**src/rtl/decim_media.sv**
```systemverilog
// rtl/decim_media.sv - integrate-and-dump decimator, block average of 2**LOG2_M signed samples
module decim_media #(
  parameter int DATA_W = 32,
  parameter int LOG2_M = 3,
  parameter int ROUND  = 0
) (
  input  logic                     clk,
  input  logic                     reset,
  input  logic                     clear,
  input  logic                     in_valid,
  input  logic signed [DATA_W-1:0] entrada,
  output logic signed [DATA_W-1:0] saida,
  output logic                     out_valid,
  output logic [LOG2_M-1:0]        cnt
);

  localparam int AW = DATA_W + LOG2_M;

  localparam logic [0:0] FILL      = 1'b0;
  localparam logic [0:0] DUMP_EDGE = 1'b1;

  // Rounding offset and saturation bound live in the guard-bit-wide domain.
  localparam logic signed [AW:0] HALF =
    (ROUND != 0) ? $signed((AW+1)'((1 << LOG2_M) >> 1)) : '0;
  localparam logic signed [AW:0] MAX_G =
    $signed({{(LOG2_M+2){1'b0}}, {(DATA_W-1){1'b1}}});
  localparam logic signed [DATA_W-1:0] MAX_OUT = {1'b0, {(DATA_W-1){1'b1}}};

  logic [1:0]              rst_sync;
  logic                    run;
  logic signed [AW-1:0]    acc;
  logic signed [AW-1:0]    ext;
  logic signed [AW-1:0]    sum;
  logic signed [AW:0]      sum_g;
  logic signed [AW:0]      shifted;
  logic signed [DATA_W-1:0] dump_val;
  logic [0:0]              state;

  // Assertion is immediate; release reaches the datapath only after two edges.
  always_ff @(posedge clk or negedge reset) begin
    if (!reset) begin
      rst_sync <= 2'b00;
    end else begin
      rst_sync <= {rst_sync[0], 1'b1};
    end
  end

  assign run = rst_sync[1];

  always_comb begin
    ext     = {{LOG2_M{entrada[DATA_W-1]}}, entrada};
    sum     = acc + ext;
    sum_g   = {sum[AW-1], sum} + HALF;
    shifted = sum_g >>> LOG2_M;
    if (shifted > MAX_G) begin
      dump_val = MAX_OUT;
    end else begin
      dump_val = shifted[DATA_W-1:0];
    end
    state = (in_valid && (cnt == '1)) ? DUMP_EDGE : FILL;
  end

  always_ff @(posedge clk or negedge reset) begin
    if (!reset) begin
      acc       <= '0;
      cnt       <= '0;
      saida     <= '0;
      out_valid <= 1'b0;
    end else begin
      out_valid <= 1'b0;
      if (run) begin
        if (clear) begin
          acc <= '0;
          cnt <= '0;
        end else if (in_valid) begin
          case (state)
            FILL: begin
              acc <= sum;
              cnt <= cnt + 1'b1;
            end
            DUMP_EDGE: begin
              saida     <= dump_val;
              out_valid <= 1'b1;
              acc       <= '0;
              cnt       <= '0;
            end
            default: begin
              acc <= '0;
              cnt <= '0;
            end
          endcase
        end
      end
    end
  end

endmodule

```
**config.mk**
```make
export PLATFORM = sky130hd
export DESIGN_NAME = decim_media
export DESIGN_NICKNAME = d
export VERILOG_FILES = /design/src/rtl/decim_media.sv
export SDC_FILE = /design/constraint.sdc
export NUM_CORES = 1
export LEC_CHECK = 0
export CORE_MARGIN = 2
export CORE_UTILIZATION = 49
export DETAILED_ROUTE_END_ITERATION = 16
export PLACE_DENSITY = 0.77
export SLEW_MARGIN = 20
export SYNTH_ARGS = -nofsm -noshare
export SYNTH_HDL_FRONTEND = slang
export SYNTH_SLANG_ARGS = --single-unit
```
**constraint.sdc**
```tcl
create_clock -name clk -period 2.6 [get_ports clk]
set_input_delay 0.26 -clock clk [delete_from_list [all_inputs] [get_ports clk]]
set_output_delay 0.26 -clock clk [all_outputs]
set_load 0.03 [all_outputs]
```
==> results.md, run 1 <==
* Result of the run: finished with violations
* Violations in the final reports: negative setup slack
* Static Leak at 0.00307 uW
* Number of failing hold endpoints at the final stage at 0
* Cts bufs inserted at 9
* Area enclosed by the die boundary at 10100 um^2
* Number of global-route vias before repair at 4549
* Cell Count Post-Placement at 773
* Post-Syn Area per Cell at 8.90 um^2
* CTS clock-pin slew for the worst setup and hold paths at 0.09 ns
* Routed WL at 12900 um
* Startpoint types: input pin
* Final antenna diode count at 0
* Core Util, Final at 72.2%
* Initial antenna violation count at 0
* Max frequency at 362 MHz
* Area used by multi-input combinational logic at 2810 um^2
* # setup viols final at 12
* Clk_lat worst skew at 0.36 ns
* Distinct cell type count of the synthesized netlist at 55
* Core Area at 9150 um^2
* Cell type with the largest total area after synthesis: sky130_fd_sc_hd__dfrtp_1
* R2R depth at 11
* Die Span Y at 100 um
* Dominant cell by count in the synthesized netlist: sky130_fd_sc_hd__nand2_1
* Total number of vias at 4474
* Maximum root-to-sink buffer count at 2
* Top-Level Pins at 72
* Delay of the slowest cell on the worst path at 0.46 ns
* Minimum clock period after layout at 2.76 ns
* Die span in x at 100 um
* Global routing usage summed across all routing layers at 26.0%
* Cell Count, Final, Fillers Out at 803
* Num rows at 35
* Post-Layout Inst Area at 6610 um^2
* Library cell appearing most often on the critical path: sky130_fd_sc_hd__o41ai_4
* Largest cells by area after synthesis: sky130_fd_sc_hd__dfrtp_1 (40%), sky130_fd_sc_hd__ha_1 (9.9%), sky130_fd_sc_hd__o21ai_0 (8.7%), sky130_fd_sc_hd__nand2_1 (8.1%), sky130_fd_sc_hd__a21oi_1 (3.8%)
* Maximum VDD drop at 0.358 mV
* Worst-path cell with the longest stage delay: sky130_fd_sc_hd__clkdlybuf4s50_1
* Via-per-instance ratio at 5.57
* Final period utilization at 106%
* Timing startpoint of the critical path: entrada[0]
* Smallest setup slack after layout at -0.161 ns
* CP required at 2.84 ns
* Setup repair after global routing missed its margin: yes
* Area growth, synth to finish at 45.0%
* Initial core utilization at 49.8%
* Clock tree root driver cell: sky130_fd_sc_hd__clkbuf_8
* # clock sinks at 73
* Largest net degree at the start of global routing at 74
* Critical path capture point type: flip-flop
* Clock Skew at 0.0110 ns
* Post-Synthesis Net Count at 585
* Startpoint of the worst-slack reg-to-reg timing path: acc[0]$_DFFE_PN0P_
* Reg-to-reg endpoint: saida[31]$_DFFE_PN0P_
* Cell count after synthesis at 512
* Class of the most critical setup path: in -> reg
* Worst-case register-to-register setup slack at -0.16 ns
* Top fanout value on the critical path at 5
* Max cap viols at 0
* Global-route congestion overflow total at 0
* Setup total negative slack at -0.558 ns
* Cell-by-cell listing of the critical path: clkdlybuf4s50_1 > ha_2 > fa_2 > a21oi_2 > nand4b_1 > a211oi_2 > o211a_4 > o41ai_4 > buf_6 > o41ai_4 > xor3_1 > mux2_4
* Mapped Area at 4560 um^2
* Hold WC Path Type: in -> async
* Number of iterations in the first detailed-routing pass at 5
* Post-synthesis async set-or-reset flop share at 100%
* TritonCTS clock tree: yes
* Routed length per placed instance at 16.0 um
* Least-Margin Pin Slew at 0.901 ns
* Warnings from Yosys at 0
* Placed cell area at 6090 um^2
* Post-route DRC at 0
* Initial detailed-routing violation count at 237
* Number of hold-repair buffers added at the cts stage at 0
* Number of nets at the end of the flow at 760
* Count of antenna-violating nets left after detailed routing at 0
* Final slew viol count at 0
* Area fraction of the dominant cell type after synthesis at 40.1%
* Share of layout cells above drive strength 1 at 24.1%
* Post-Place Setup Slack at -0.547 ns
* Crit path DAT at 3.00 ns
* Sequential element share of the synthesized area at 40.1%
* Synth cell count leaders: sky130_fd_sc_hd__nand2_1 (98), sky130_fd_sc_hd__o21ai_0 (79), sky130_fd_sc_hd__dfrtp_1 (73)
* Final-layout fill cell count at 677
* Max_slew headroom at 39.9%
* # port buffers at 71
* Number of synthesized register bits at 73
* Global-route wire length before repair at 21000 um
* Count of flip-flops with a built-in enable after synthesis at 0
* Flip-flop and latch area at 1830 um^2
* Detailed placer's ending HPWL at 9060 um
* Most used DFF post-synth: sky130_fd_sc_hd__dfrtp_1
* Max H-tree Level at 3
* Routability Congestion at 0.924
* Pwr per Cell Area at 638 nW/um^2
layout make-up:
cell class / count / area share (%)
Timing Repair Buffer: 183 / 23.9
Clock buffer: 9 / 1.87
Sequential cell: 73 / 27.6
Clock inverter: 7 / 1.44
Tap cell: 111 / 2.10
Multi-Input combinational cell: 410 / 42.5
Inverter: 10 / 0.568
state kept, by name (all words and copies together), names as in the netlist:
signal / cells
acc: 35
out_valid: 1
rst_sync: 2
saida: 32
cnt: 3
layer usage:
layer  GRT usage, %  up-vias  wire [um]
met1           31.4     2153       5410
met4           8.32        0        211
met2           46.3      116       6680
li1               -     2183          -
met5              0        -          0
met3           5.48       22        566
where the power goes:
group	internal [uW]	total, uW	switching (uW)	leakage (uW)
combinational	910	1880	967	0.00197
sequential	1240	1310	70.9	0.000991
clock	540	1020	484	0.000109
total	2690	4210	1520	0.00307
critical path: cells and delay by family:
kind	cells	cell delay [ns]
buf+inv	2	0.61
mux	1	0.26
xor+xnor	1	0.27
fa+ha+maj	2	0.41
compound gates	5	0.97
simple gates	1	0.22
timing repair:
item,4_1_cts,5_1_grt
setup buffers,13,3
gates cloned,0,0
endpoints found under the setup margin,24,32
gates resized for setup,18,31
pin swaps,15,27
stage by stage:
| step | hold WS [ns] | power [uW] |
|---|---|---|
| 5_1_grt | 0.119 | 4470 |
| 6_report | 0.0354 | 4210 |
| 2_1_floorplan | -0.0356 | 2280 |
| 3_5_place_dp | 0.335 | 2980 |
| 3_3_place_gp | 0.333 | 2930 |
| 4_1_cts | 0.0642 | 4100 |
kinds of logic (layout without fill, tap and decap cells):
family,count (synthesis),count (layout),synth area share [%]
compound gates,167,167,23.1
xor+xnor,33,33,6.67
fa+ha+maj,37,37,10.3
buf+inv,29,209,2.42
flops,73,73,40.1
mux,3,3,0.823
other cells,1,1,0.0823
simple gates,169,169,16.5
cells in the final DEF, fill, tap and decap left out, drive strengths merged, types with 2 or more instances in the layout:
master and instances:
a21oi 37, o31ai 4, o211ai 6, nor2 23
nor2b 2, dfrtp 73, o21ai 82, nand4b 2
a21o 6, clkbuf 9, xor2 14, inv 10
or4 2, nor4 2, nand4 8, clkinv 4
xnor2 18, clkdlybuf4s50 70, nand2 98, a211oi 4
a221oi 2, mux2 3, a22o 4, a21boi 2
nor3b 2, bufinv 2, nor3 3, o21a 2
o21bai 4, or3 2, buf 113, a31oi 5
o41ai 2, nand3 16, ha 36, and3 5
worst max-delay path by stage:
stage | endpoint | slack, ns | cells after the start
after detailed placement | saida[31]$_DFFE_PN0P_ | -0.55 | 12
after CTS | saida[31]$_DFFE_PN0P_ | -0.22 | 11
after floorplan | saida[31]$_DFFE_PN0P_ | -0.1 | 10
final | saida[31]$_DFFE_PN0P_ | -0.16 | 12
after global routing | saida[31]$_DFFE_PN0P_ | -0.30 | 11
after global placement | saida[31]$_DFFE_PN0P_ | -0.50 | 12
(Power assumes the default switching activity.)
==> run 2, diff against run 1 <==
Settings changed: CORE_UTILIZATION 49 to 59, CTS_BUF_LIST set to sky130_fd_sc_hd__clkbuf_16, PLACE_DENSITY 0.77 to 0.87.
Clock period 2.6 ns to 3.2 ns, I/O delays scaled along.
==> results.md, run 2 (same netlist as run 1, synthesis figures left out) <==
* Initial antenna violation count at 0 (unchanged)
* Final period utilization at 94.3%
* Result of the run: finished clean
* Core Area at 7610 um^2 (-17%)
* Crit path max-delay family: compound AO/OA/AOI/OAI gates
* Number of nets at the end of the flow at 670 (-12%)
* Routability Congestion at 0.916 (-0.86%)
* Core Util, Final at 76.5% (+4.3 points)
* Post-route total power at 3300 uW (-22%)
* Crit path DAT at 3.21 ns (+0.21 ns)
* Static Leak at 0.00264 uW (-14%)
* Number of flip-flops under the largest register name at 35 (unchanged)
* Setup fix buffers added after clock tree synthesis at 0 (-13)
* Minimum clock period after layout at 3.02 ns
* Class of the most critical setup path: in -> reg
* Cell-by-cell listing of the critical path: clkdlybuf4s50_1 > ha_1 > fa_1 > a21oi_1 > nand4b_1 > a211oi_2 > o211a_4 > or2_2 > a211oi_1 > xor2_1 > o21ai_0
* Routed length per placed instance at 17.1 um (+7.0%)
* # clock sinks at 73 (unchanged)
* Max H-tree Level at 3 (unchanged)
* Routed WL at 12100 um (-6.2%)
* Maximum VDD drop at 0.314 mV (-12%)
* Least-Margin Pin Slew at 0.837 ns (-0.0640 ns)
* R2R depth at 10 (-1)
* Number of hold-repair buffers added at the cts stage at 0 (unchanged)
* Startpoint of the worst-slack reg-to-reg timing path: acc[0]$_DFFE_PN0P_
* CTS-repair resized insts at 0 (-18)
* Largest registers in the final layout: acc x35, saida x32, cnt x3
* Top fanout value on the critical path at 4 (-1)
* CTS clock-pin slew for the worst setup and hold paths at 0.06 ns (-0.03 ns)
* Number of global-route vias before repair at 4125 (-9.3%)
* Clk_lat worst skew at 0.34 ns (-0.02 ns)
* Die span in x at 91.9 um (-8.5%)
* Num rows at 32 (-8.6%)
* Pwr per Cell Area at 568 nW/um^2 (-11%)
* Delay of the slowest cell on the worst path at 0.41 ns (-0.05 ns)
* Largest net degree at the start of global routing at 62 (-16%)
* Global routing usage summed across all routing layers at 29.6% (+3.6 points)
* # port buffers at 71 (unchanged)
* Final-layout fill cell count at 549 (-19%)
* Max_slew headroom at 44.2% (+4.3 points)
* Via-per-instance ratio at 6.00 (+7.7%)
* Initial detailed-routing violation count at 371 (+57%)
* Maximum root-to-sink buffer count at 2 (unchanged)
* Count of antenna-violating nets left after detailed routing at 0 (unchanged)
* Most used cells in the layout excluding fill and tap cells: sky130_fd_sc_hd__nand2_1 (98), sky130_fd_sc_hd__o21ai_0 (79), sky130_fd_sc_hd__dfrtp_1 (73)
* Hold WC Path Type: in -> async
* Most flops, register: acc
* Share of power burned in registers at 32.3% (+1.2 points)
* Final antenna diode count at 0 (unchanged)
* Reg-to-reg endpoint: acc[28]$_DFFE_PN0P_
* Die Span Y at 91.9 um (-8.5%)
* Top-Level Pins at 72 (unchanged)
* Global-route wire length before repair at 19900 um (-5.3%)
* Sw Ratio at 34.4% (-1.7 points)
* Share of layout cells above drive strength 1 at 9.14% (-15 points)
* Worst-path cell with the longest stage delay: sky130_fd_sc_hd__clkdlybuf4s50_1
* Critical path capture point type: flip-flop
* Max cap viols at 0 (unchanged)
* Commonest non-fill, non-tap cell in the layout: sky130_fd_sc_hd__nand2_1
* Cts bufs inserted at 9 (unchanged)
* Post-route DRC at 0 (unchanged)
* TritonCTS clock tree: yes
* Final slew viol count at 0 (unchanged)
* Clock Skew at 0.00764 ns (-0.00338 ns)
* Combinational share of power at 34.8% (-9.7 points)
* Number of failing hold endpoints at the final stage at 0 (unchanged)
* Clock tree root driver cell: sky130_fd_sc_hd__clkbuf_16
* Part of the total power dissipated in the clock network at 32.9% (+8.6 points)
* Crit path buffers/inverters at 1 (-1)
* Setup repair after global routing missed its margin: no
* Initial core utilization at 59.9% (+10 points)
* Total number of vias at 4225 (-5.6%)
* Global-route congestion overflow total at 0 (unchanged)
* Int Power at 2170 uW (-19%)
* Detailed placer's ending HPWL at 8530 um (-5.8%)
* Startpoint types: input pin
* CP required at 3.39 ns (+0.55 ns)
* Area growth, synth to finish at 27.7%
* Area enclosed by the die boundary at 8440 um^2 (-16%)
* Number of iterations in the first detailed-routing pass at 5 (unchanged)
* Setup total negative slack at 0 ns (+0.558 ns)
* Max frequency at 331 MHz
* # setup viols final at 0 (-12)
* Worst-case register-to-register setup slack at 0.21 ns (+0.37 ns)
* Net switching power at 1140 uW (-25%)
run 2: worst max path at each step:
stage | from | end | slack, ns | cells after the start
6_report | entrada[0] | acc[28]$_DFFE_PN0P_ | 0.18 | 11
5_1_grt | entrada[0] | acc[30]$_DFFE_PN0P_ | 0.09 | 12
4_1_cts | entrada[0] | acc[28]$_DFFE_PN0P_ | 0.19 | 11
3_5_place_dp | entrada[0] | acc[28]$_DFFE_PN0P_ | -0.11 | 11
3_3_place_gp | entrada[0] | acc[28]$_DFFE_PN0P_ | -0.06 | 11
2_1_floorplan | acc[0]$_DFFE_PN0P_ | saida[31]$_DFFE_PN0P_ | 0.43 | 10
run 2: power by group through the flow:
stage	Sequential, uW	Clock, uW	Combinational (uW)
after floorplan	1080	0	768
after global placement	1080	0	1080
after detailed placement	1080	0	1120
after CTS	1070	1090	1140
after global routing	1080	1140	1270
final	1070	1090	1150
run 2: worst register-to-register path, stage by stage (launching register included):
cell and delay [ns]:
sky130_fd_sc_hd__dfrtp_1 0.38, sky130_fd_sc_hd__ha_1 0.22, sky130_fd_sc_hd__fa_1 0.40, sky130_fd_sc_hd__a21oi_1 0.21, sky130_fd_sc_hd__nand4b_1 0.18, sky130_fd_sc_hd__a211oi_2 0.11, sky130_fd_sc_hd__o211a_4 0.26, sky130_fd_sc_hd__or2_2 0.35
sky130_fd_sc_hd__a211oi_1 0.40, sky130_fd_sc_hd__xor2_1 0.21, sky130_fd_sc_hd__o21ai_0 0.11
run 2: metal layers:
layer / track usage (%) / vias to the layer above / part of all wire (%)
met5: 0 / - / 0
met4: 12.3 / 0 / 2.6
met3: 4.77 / 28 / 4.7
met2: 49.9 / 144 / 50
met1: 38.1 / 2042 / 43
li1: - / 2011 / -
run 2: layout make-up:
cell class | count | area, um^2 | share of cell area [%]
Timing Repair Buffer | 93 | 883 | 15.2
Multi-Input combinational cell | 410 | 2630 | 45.1
Clock inverter | 7 | 93.8 | 1.61
Sequential cell | 73 | 1830 | 31.4
Inverter | 10 | 37.5 | 0.645
Clock buffer | 9 | 225 | 3.87
Tap cell | 102 | 128 | 2.19
run 2: through the flow:
step	std cells	cell area, um^2	setup slack, ns	hold WS, ns
5_1_grt	704	5820	0.0948	0.146
6_report	704	5820	0.183	0.0855
2_1_floorplan	512	4560	0.432	0.0244
4_1_cts	704	5820	0.187	0.111
3_3_place_gp	688	5500	-0.0637	0.337
3_5_place_dp	688	5500	-0.114	0.340
